$ cat config.mk
export PLATFORM = sky130hd
export DESIGN_NAME = rr_mux_arb_4
export DESIGN_NICKNAME = d
export VERILOG_FILES = /design/src/rtl/rr_mux_arb_pkg.sv /design/src/rtl/rr_pick_4.sv /design/src/rtl/rr_mux_arb_4.sv
export SDC_FILE = /design/constraint.sdc
export NUM_CORES = 1
export LEC_CHECK = 0
export CORE_MARGIN = 1
export CORE_UTILIZATION = 39
export DETAILED_ROUTE_END_ITERATION = 8
export GPL_TIMING_DRIVEN = 0
export PLACE_DENSITY = 0.88
export SLEW_MARGIN = 20
export SYNTH_ARGS = -nofsm -noshare
export SYNTH_HDL_FRONTEND = slang
export SYNTH_HIERARCHICAL = 1
export SYNTH_SLANG_ARGS = --single-unit
export TNS_END_PERCENT = 1
$ cat constraint.sdc
create_clock -name clk -period 2.4 [get_ports clk]
set_clock_uncertainty 0.05 [all_clocks]
set_input_delay 0.48 -clock clk [delete_from_list [all_inputs] [get_ports clk]]
set_output_delay 0.48 -clock clk [all_outputs]
set_load 0.01 [all_outputs]
$ cat src/rtl/rr_mux_arb_pkg.sv
// Shared types and the round-robin scan helper for rr_mux_arb_4.
// Provides N_REQ, req_id_t, pick_t, slot_state_t and rr_next().
package rr_mux_arb_pkg;

    localparam int N_REQ = 4;

    typedef logic [1:0] req_id_t;

    typedef struct packed {
        logic    found;
        req_id_t id;
    } pick_t;

    typedef enum logic {
        EMPTY = 1'b0,
        FULL  = 1'b1
    } slot_state_t;

    // Scan ptr+1, ptr+2, ptr+3, ptr (mod 4); first valid one wins.
    function automatic pick_t rr_next(
        input req_id_t          ptr,
        input logic [N_REQ-1:0] valid
    );
        pick_t   r;
        req_id_t idx;
        r = '0;
        for (int k = 1; k <= N_REQ; k++) begin
            idx = ptr + req_id_t'(k);
            if (!r.found && valid[idx]) begin
                r.found = 1'b1;
                r.id    = idx;
            end
        end
        return r;
    endfunction

endpackage

$ cat src/rtl/rr_pick_4.sv
// Combinational round-robin picker: priority pointer + valids -> grant.
// Ports: ptr, valid[3:0] in; grant[3:0] (one-hot or zero), win_id, found out.
module rr_pick_4
    import rr_mux_arb_pkg::*;
(
    input  req_id_t          ptr,
    input  logic [N_REQ-1:0] valid,
    output logic [N_REQ-1:0] grant,
    output req_id_t          win_id,
    output logic             found
);

    pick_t pick;

    always_comb begin
        pick   = rr_next(ptr, valid);
        found  = pick.found;
        win_id = pick.id;
        grant  = '0;
        if (pick.found) begin
            grant[pick.id] = 1'b1;
        end
    end

endmodule

$ cat src/rtl/rr_mux_arb_4.sv
// Round-robin arbiter feeding a 4:1 select into a one-entry output slot.
// Ports: clk, rst_n, req_valid/req_data/req_ready (x4), out_valid/out_data/
// out_id/out_ready; grant_cnt and CNT_W exist only with RR_MUX_ARB_STATS_EN.
module rr_mux_arb_4
    import rr_mux_arb_pkg::*;
#(
    parameter int W = 4
`ifdef RR_MUX_ARB_STATS_EN
    ,
    parameter int CNT_W = 8
`endif
) (
    input  logic               clk,
    input  logic               rst_n,
    input  logic [N_REQ-1:0]   req_valid,
    input  logic [N_REQ*W-1:0] req_data,
    output logic [N_REQ-1:0]   req_ready,
    output logic               out_valid,
    output logic [W-1:0]       out_data,
    output logic [1:0]         out_id,
    input  logic               out_ready
`ifdef RR_MUX_ARB_STATS_EN
    ,
    output logic [N_REQ*CNT_W-1:0] grant_cnt
`endif
);

    slot_state_t      state;
    slot_state_t      state_nxt;
    req_id_t          ptr;
    req_id_t          win_id;
    logic             found;
    logic [N_REQ-1:0] grant;
    logic             slot_free;
    logic             load;
    logic [W-1:0]     sel_data;

    rr_pick_4 u_pick (
        .ptr    (ptr),
        .valid  (req_valid),
        .grant  (grant),
        .win_id (win_id),
        .found  (found)
    );

    assign out_valid = (state == FULL);
    assign slot_free = !out_valid || out_ready;
    assign req_ready = slot_free ? grant : '0;
    assign load      = slot_free && found;

    always_comb begin
        sel_data = '0;
        unique case (win_id)
            2'd0: sel_data = req_data[0*W +: W];
            2'd1: sel_data = req_data[1*W +: W];
            2'd2: sel_data = req_data[2*W +: W];
            2'd3: sel_data = req_data[3*W +: W];
        endcase
    end

    // Slot stays FULL when drained and refilled on the same edge.
    always_comb begin
        state_nxt = state;
        unique case (state)
            EMPTY: if (found) state_nxt = FULL;
            FULL:  if (out_ready && !found) state_nxt = EMPTY;
        endcase
    end

    always_ff @(posedge clk or negedge rst_n) begin
        if (!rst_n) begin
            state    <= EMPTY;
            ptr      <= 2'd3;
            out_data <= '0;
            out_id   <= '0;
        end else begin
            state <= state_nxt;
            if (load) begin
                out_data <= sel_data;
                out_id   <= win_id;
                ptr      <= win_id;
            end
        end
    end

`ifdef RR_MUX_ARB_STATS_EN
    logic [N_REQ-1:0] fire;
    logic [CNT_W-1:0] cnt_q [N_REQ];

    assign fire = req_ready & req_valid;

    for (genvar g = 0; g < N_REQ; g++) begin : g_cnt
        // Saturating: holds at all-ones instead of wrapping.
        always_ff @(posedge clk or negedge rst_n) begin
            if (!rst_n) begin
                cnt_q[g] <= '0;
            end else if (fire[g] && (cnt_q[g] != '1)) begin
                cnt_q[g] <= cnt_q[g] + 1'b1;
            end
        end
        assign grant_cnt[g*CNT_W +: CNT_W] = cnt_q[g];
    end
`endif

endmodule

# [Yosys cells after proc, flatten, opt, wreduce, memory -nomap -nowiden]
# Cells that the tools add are included.
[op_classes] n_eq_ne=3 addsub=3 n_bitwise=1 reduce_logical=13 n_lt_le_gt_ge=6 mux=20
[op_table] operator="$pmux W4 S4" n=1
[op_table] operator="$lt A2 B3 Y1 const B" n=5
[op_table] operator="$mux W3" n=4
[op_table] operator="$bmux W1 S2" n=4
[op_table] operator="$mux W4" n=2
[op_table] operator="$mux W1" n=7
[op_table] operator="$logic_and A1 B1 Y1" n=6
[op_table] operator="$logic_not A1 Y1" n=5
[op_table] operator="$add A2 B2 Y2 const B" n=2
[op_table] operator="$eq A2 B2 Y1 const B" n=2
[op_table] operator="$add A2 B1 Y2 const B" n=1
[op_table] operator="$demux W1 S2" n=1
[op_table] operator="$eq A2 B1 Y1 const B" n=1
[op_table] operator="$ge A2 B1 Y1 const B" n=1
[op_table] operator="$logic_not A2 Y1" n=1
[op_table] operator="$pmux W1 S2" n=1
[op_table] operator="$logic_or A1 B1 Y1" n=1
[op_table] operator="$not A1 Y1" n=1
[word_totals] ff_bits=9 in_bits=23 output_inout_bits=11

# [Logic depth before layout (Yosys ltp)]
[depth] depth_word=19 ltp_mapped=7 ltp_nobuf=5

# [Modules after synthesis]
# The synthesis kept the hierarchy.
[modules_own_cells] module="rr_mux_arb_4" cells_each=30 area_per_inst_um2=459.2 seq_area_each_um2=227.7 instances=1
[modules_own_cells] module="rr_pick_4" cells_each=34 area_per_inst_um2=222.7 seq_area_each_um2=0.0 instances=1

# [Worst setup path before layout]
# No wires, ideal clock.
[synth_path] path_type="input -> register" start="input port req_valid[0]" end="register out_data[0]" setup_ps=125 t_arrival_ps=1896 cell_stages=7 setup_slack_ps=329 t_required_ps=2225 path_buffers=2 cell_sequence="buf_6 > and2b_1 > a21oi_1 > o221ai_1 > buf_6 > mux4_2 > mux2_2"
[synth_via] elab_chain_len=14 word_cells_on_any_way=24 cone_classes="eq/ne (3); mux (13); reduce/logical (8)"
[synth_lines] element="from (decl)" line="rr_mux_arb_4.sv:15" text="input logic [N_REQ-1:0] req_valid,"
[synth_lines] element="$bmux W1 S2" line="rr_mux_arb_pkg.sv:29" text="if (!r.found && valid[idx]) begin"
[synth_lines] element="$mux W1 (not written as such)" line="rr_mux_arb_pkg.sv:29"
[synth_lines] element="$mux W3" line="rr_mux_arb_pkg.sv:29"
[synth_lines] element="$logic_not A1 Y1" line="rr_mux_arb_pkg.sv:29"
[synth_lines] element="$logic_and A1 B1 Y1" line="rr_mux_arb_pkg.sv:29"
[synth_lines] element="$mux W3" line="rr_mux_arb_pkg.sv:29"
[synth_lines] element="$logic_not A1 Y1" line="rr_mux_arb_pkg.sv:29"
[synth_lines] element="$logic_and A1 B1 Y1" line="rr_mux_arb_pkg.sv:29"
[synth_lines] element="$mux W3" line="rr_mux_arb_pkg.sv:29"
[synth_lines] element="$logic_not A1 Y1" line="rr_mux_arb_pkg.sv:29"
[synth_lines] element="$logic_and A1 B1 Y1" line="rr_mux_arb_pkg.sv:29"
[synth_lines] element="$mux W3 *" line="rr_mux_arb_pkg.sv:29"
[synth_lines] element="named net win_id[0]" line="rr_mux_arb_4.sv:31" text="req_id_t win_id;"
[synth_lines] element="$eq A2 B2 Y1, or another cell as far along" line="rr_mux_arb_4.sv:53" text="unique case (win_id)"
[synth_lines] element="$pmux W4 S4 *" line="rr_mux_arb_4.sv:53"
[synth_lines] element="to (signal assigned)" line="rr_mux_arb_4.sv:79" text="out_data <= sel_data;"
[synth_lines] element="to (decl)" line="rr_mux_arb_4.sv:19" text="output logic [W-1:0] out_data,"
# Mark *: on every way through the listed nets, which the timed path passes. The rest lies on a longest branch. The select of a mux whose other input is x is not followed.
# A chain may end at the register's enable or synchronous reset.

# [Final worst setup path]
[layout_path] start="input port req_valid[1]" end="register out_data[0]"
# Same word-level chain as after synthesis.

==> results.py <==
metrics = {
    "run_status": {
        "status": "complete, no violations",
    },
    "synth": {
        "synth_area_leaders": "dfrtp_1 (26%), mux4_2 (13%), mux2_2 (9.9%)",
        "yosys_warnings": 6,
        "synth_edf_count": 0,
        "netlist_area_um2": 682,
        "avgSynthCellArea_um2": 10.7,
        "ys_seq_elements": 9,
        "synth_top_area_frac": 0.257,
        "synth.distinct_cells": 29,
        "syn-num-nets": 87,
        "synth-main-ff-cell": "dfrtp_1",
        "yosysMostFrequentCell": "dfrtp_1",
        "async_flop_share": 1.00,
        "postSynthCellCount": 64,
        "synthTopCellsByCount": "dfrtp_1 (7), mux2_2 (6)",
        "yosys.area.top_type": "dfrtp_1",
        "synth_seq_area_share": 0.334,
    },
    "setup_path": {
        "rr_endpoint": "out_data[0]$_DFFE_PN0P_",
        "crit_required_ps": 2500,
        "r2r_start": "ptr[1]$_DFFE_PN1P_",
        "path_class": "input pin to flop",
        "crit_path_max_fanout": 9,
        "start_kind": "input pin",
        "cp.arrival_ps": 2380,
        "rr_worst_depth": 5,
        "end_kind": "flop",
        "reg2reg_slack_ps": 150,
    },
    "clocking": {
        "clockBufferDepth": 2,
        "clockRootBuffer": "clkbuf_4",
        "clock_latency_ps": 260,
        "hold_buffers": 0,
        "htree_levels": 1,
        "cts_inserted_buffers": 3,
        "clkSinkCount": 9,
        "cts_tree": "built",
        "path_clk_slew_ps": 60,
    },
    "drt": {
        "vias": 646,
        "wl_per_cell_um": 16.2,
        "drt-total-wl_mm": 1.88,
        "route.detailed.drc": 0,
        "drt_pass1_iterations": 4,
        "drtAntennaViolNets": 0,
        "via_per_inst": 5.57,
        "drtIter0Drc": 12,
    },
    "floorplan": {
        "die_w_um": 43.8,
        "die_area_um2": 1920,
        "start_util": 0.433,
        "ioPinCount": 34,
        "rows": 14,
        "core_region_area_um2": 1580,
        "dieHeight_um": 43.8,
    },
    "placed_design": {
        "gp_congestion": 0.696,
        "pre_cts_ws_ps": -390,
        "io_buffer_count": 31,
        "hpwl_mm": 1.43,
    },
    "global_routing": {
        "globalRouteOverflowTotal": 0,
        "grt_pass1_vias": 633,
        "grt_pass1_wl_mm": 2.86,
        "grt_max_degree": 11,
        "track_usage": 0.216,
        "antenna_found_initial": 0,
    },
    "layout": {
        "nFillCells": 129,
        "utilization": 0.665,
        "drive_gt1_frac": 0.230,
        "diodes": 0,
        "nets": 124,
        "areaGrowthSynthToFinish_pct": 53.8,
    },
    "min_path": {
        "worstHoldPathCells": 1,
        "hp-start": "out_id[1]$_DFFE_PN0P_",
        "min_to": "out_id[1]$_DFFE_PN0P_",
        "hold_class": "flop to flop",
    },
    "sta": {
        "fmax_ghz": 0.439,
        "final_hold_viol_count": 0,
        "period_minus_slack_ps": 2280,
        "tightest_slew_ps": 752,
        "slew_headroom": 0.496,
        "setup_viol": 0,
        "fin_crit_sh": 0.950,
        "setup_ws_ps": 120,
        "rsz0062_at_grt": "false",
        "slew_violations": 0,
    },
    "pwr": {
        "peakVddDrop_mv": 0.431,
        "power.leakage_nw": 0.472,
        "power-per-cell-area_nw_per_um2": 720,
    },
    "job": {
        "cap_violations": 0,
    },
}
critical path: stages:
cell and delay [ps]:
dlygate4sd2_1 320, o21ai_1 140, o21ai_1 80, a211oi_1 660, mux4_2 430, mux2_2 270
flip-flops by register name, summed over array words and instances, names as in the netlist:
name / flops
out_valid: 1
ptr: 2
out_data: 4
out_id: 2
stage by stage:
step	instance area (um^2)	setup TNS, ps	hold WS, ps	power (mW)	std cells
6_report	1050	0	449	0.755	116
5_1_grt	1050	0	473	0.801	116
4_1_cts	1040	0	461	0.761	116
3_5_place_dp	1010	-2350	447	0.631	111
3_3_place_gp	1010	-2050	410	0.613	111
2_1_floorplan	682	0	134	0.463	64
report_power, final:
part | internal [mW] | switching (mW) | leakage (nW) | total [mW]
clock | 0.0642 | 0.0551 | 0.0150 | 0.119
combinational | 0.244 | 0.157 | 0.357 | 0.401
sequential | 0.207 | 0.0278 | 0.101 | 0.234
timing repair:
| item | CTS | global route |
|---|---|---|
| hold endpoints to repair | 0 | 0 |
| pin swaps | 0 | 0 |
| buffers inserted | 1 | 0 |
| endpoints found under the setup margin | 8 | 1 |
| resized for setup | 6 | 2 |
metal layers:
layer	wire, um	global-route usage	up-vias
met1	664	0.217	314
li1	-	-	306
met2	1100	0.406	22
met5	0	0	-
met3	80	0.0667	4
met4	34	0.0875	0
how the worst max path moves through the flow:
stage	startpoint	endpoint
2_1_floorplan	req_valid[0]	out_data[0]$_DFFE_PN0P_
3_3_place_gp	req_valid[1]	out_data[0]$_DFFE_PN0P_
4_1_cts	out_ready	req_ready[2]
3_5_place_dp	req_valid[1]	out_data[0]$_DFFE_PN0P_
5_1_grt	req_valid[1]	out_data[0]$_DFFE_PN0P_
6_report	req_valid[1]	out_data[0]$_DFFE_PN0P_
kinds of logic after synthesis:
group,Yosys count,share of synthesized area
buffers and inverters,7,0.0862
multiplexers,10,0.231
flip-flops,9,0.334
AO/OA/AOI/OAI,19,0.198
AND/OR/NAND/NOR,19,0.150
layout make-up:
cell class                      instances  area, um^2  area share
Multi-Input combinational cell         48         398       0.379
Timing Repair Buffer                   32         314       0.300
Sequential cell                         9         228       0.217
Buffer                                  5        55.1      0.0525
Clock buffer                            4        26.3      0.0251
Tap cell                               16        20.0      0.0191
Inverter                                2        7.51     0.00716
cells in the final DEF, fill, tap and decap left out, types with 2 or more instances in the layout:
cell,count
dfstp_2,2
a211oi_1,2
nor2_1,4
and2_1,4
clkdlybuf4s50_1,25
buf_6,3
nand2_1,4
mux4_2,4
inv_1,2
o21ai_1,2
dfrtp_1,7
a21o_1,2
a21oi_1,3
o21bai_1,2
buf_4,2
clkbuf_4,3
and2b_1,2
mux2_2,6
dlygate4sd2_1,5
Note: power is estimated with default switching activity, not from simulation.
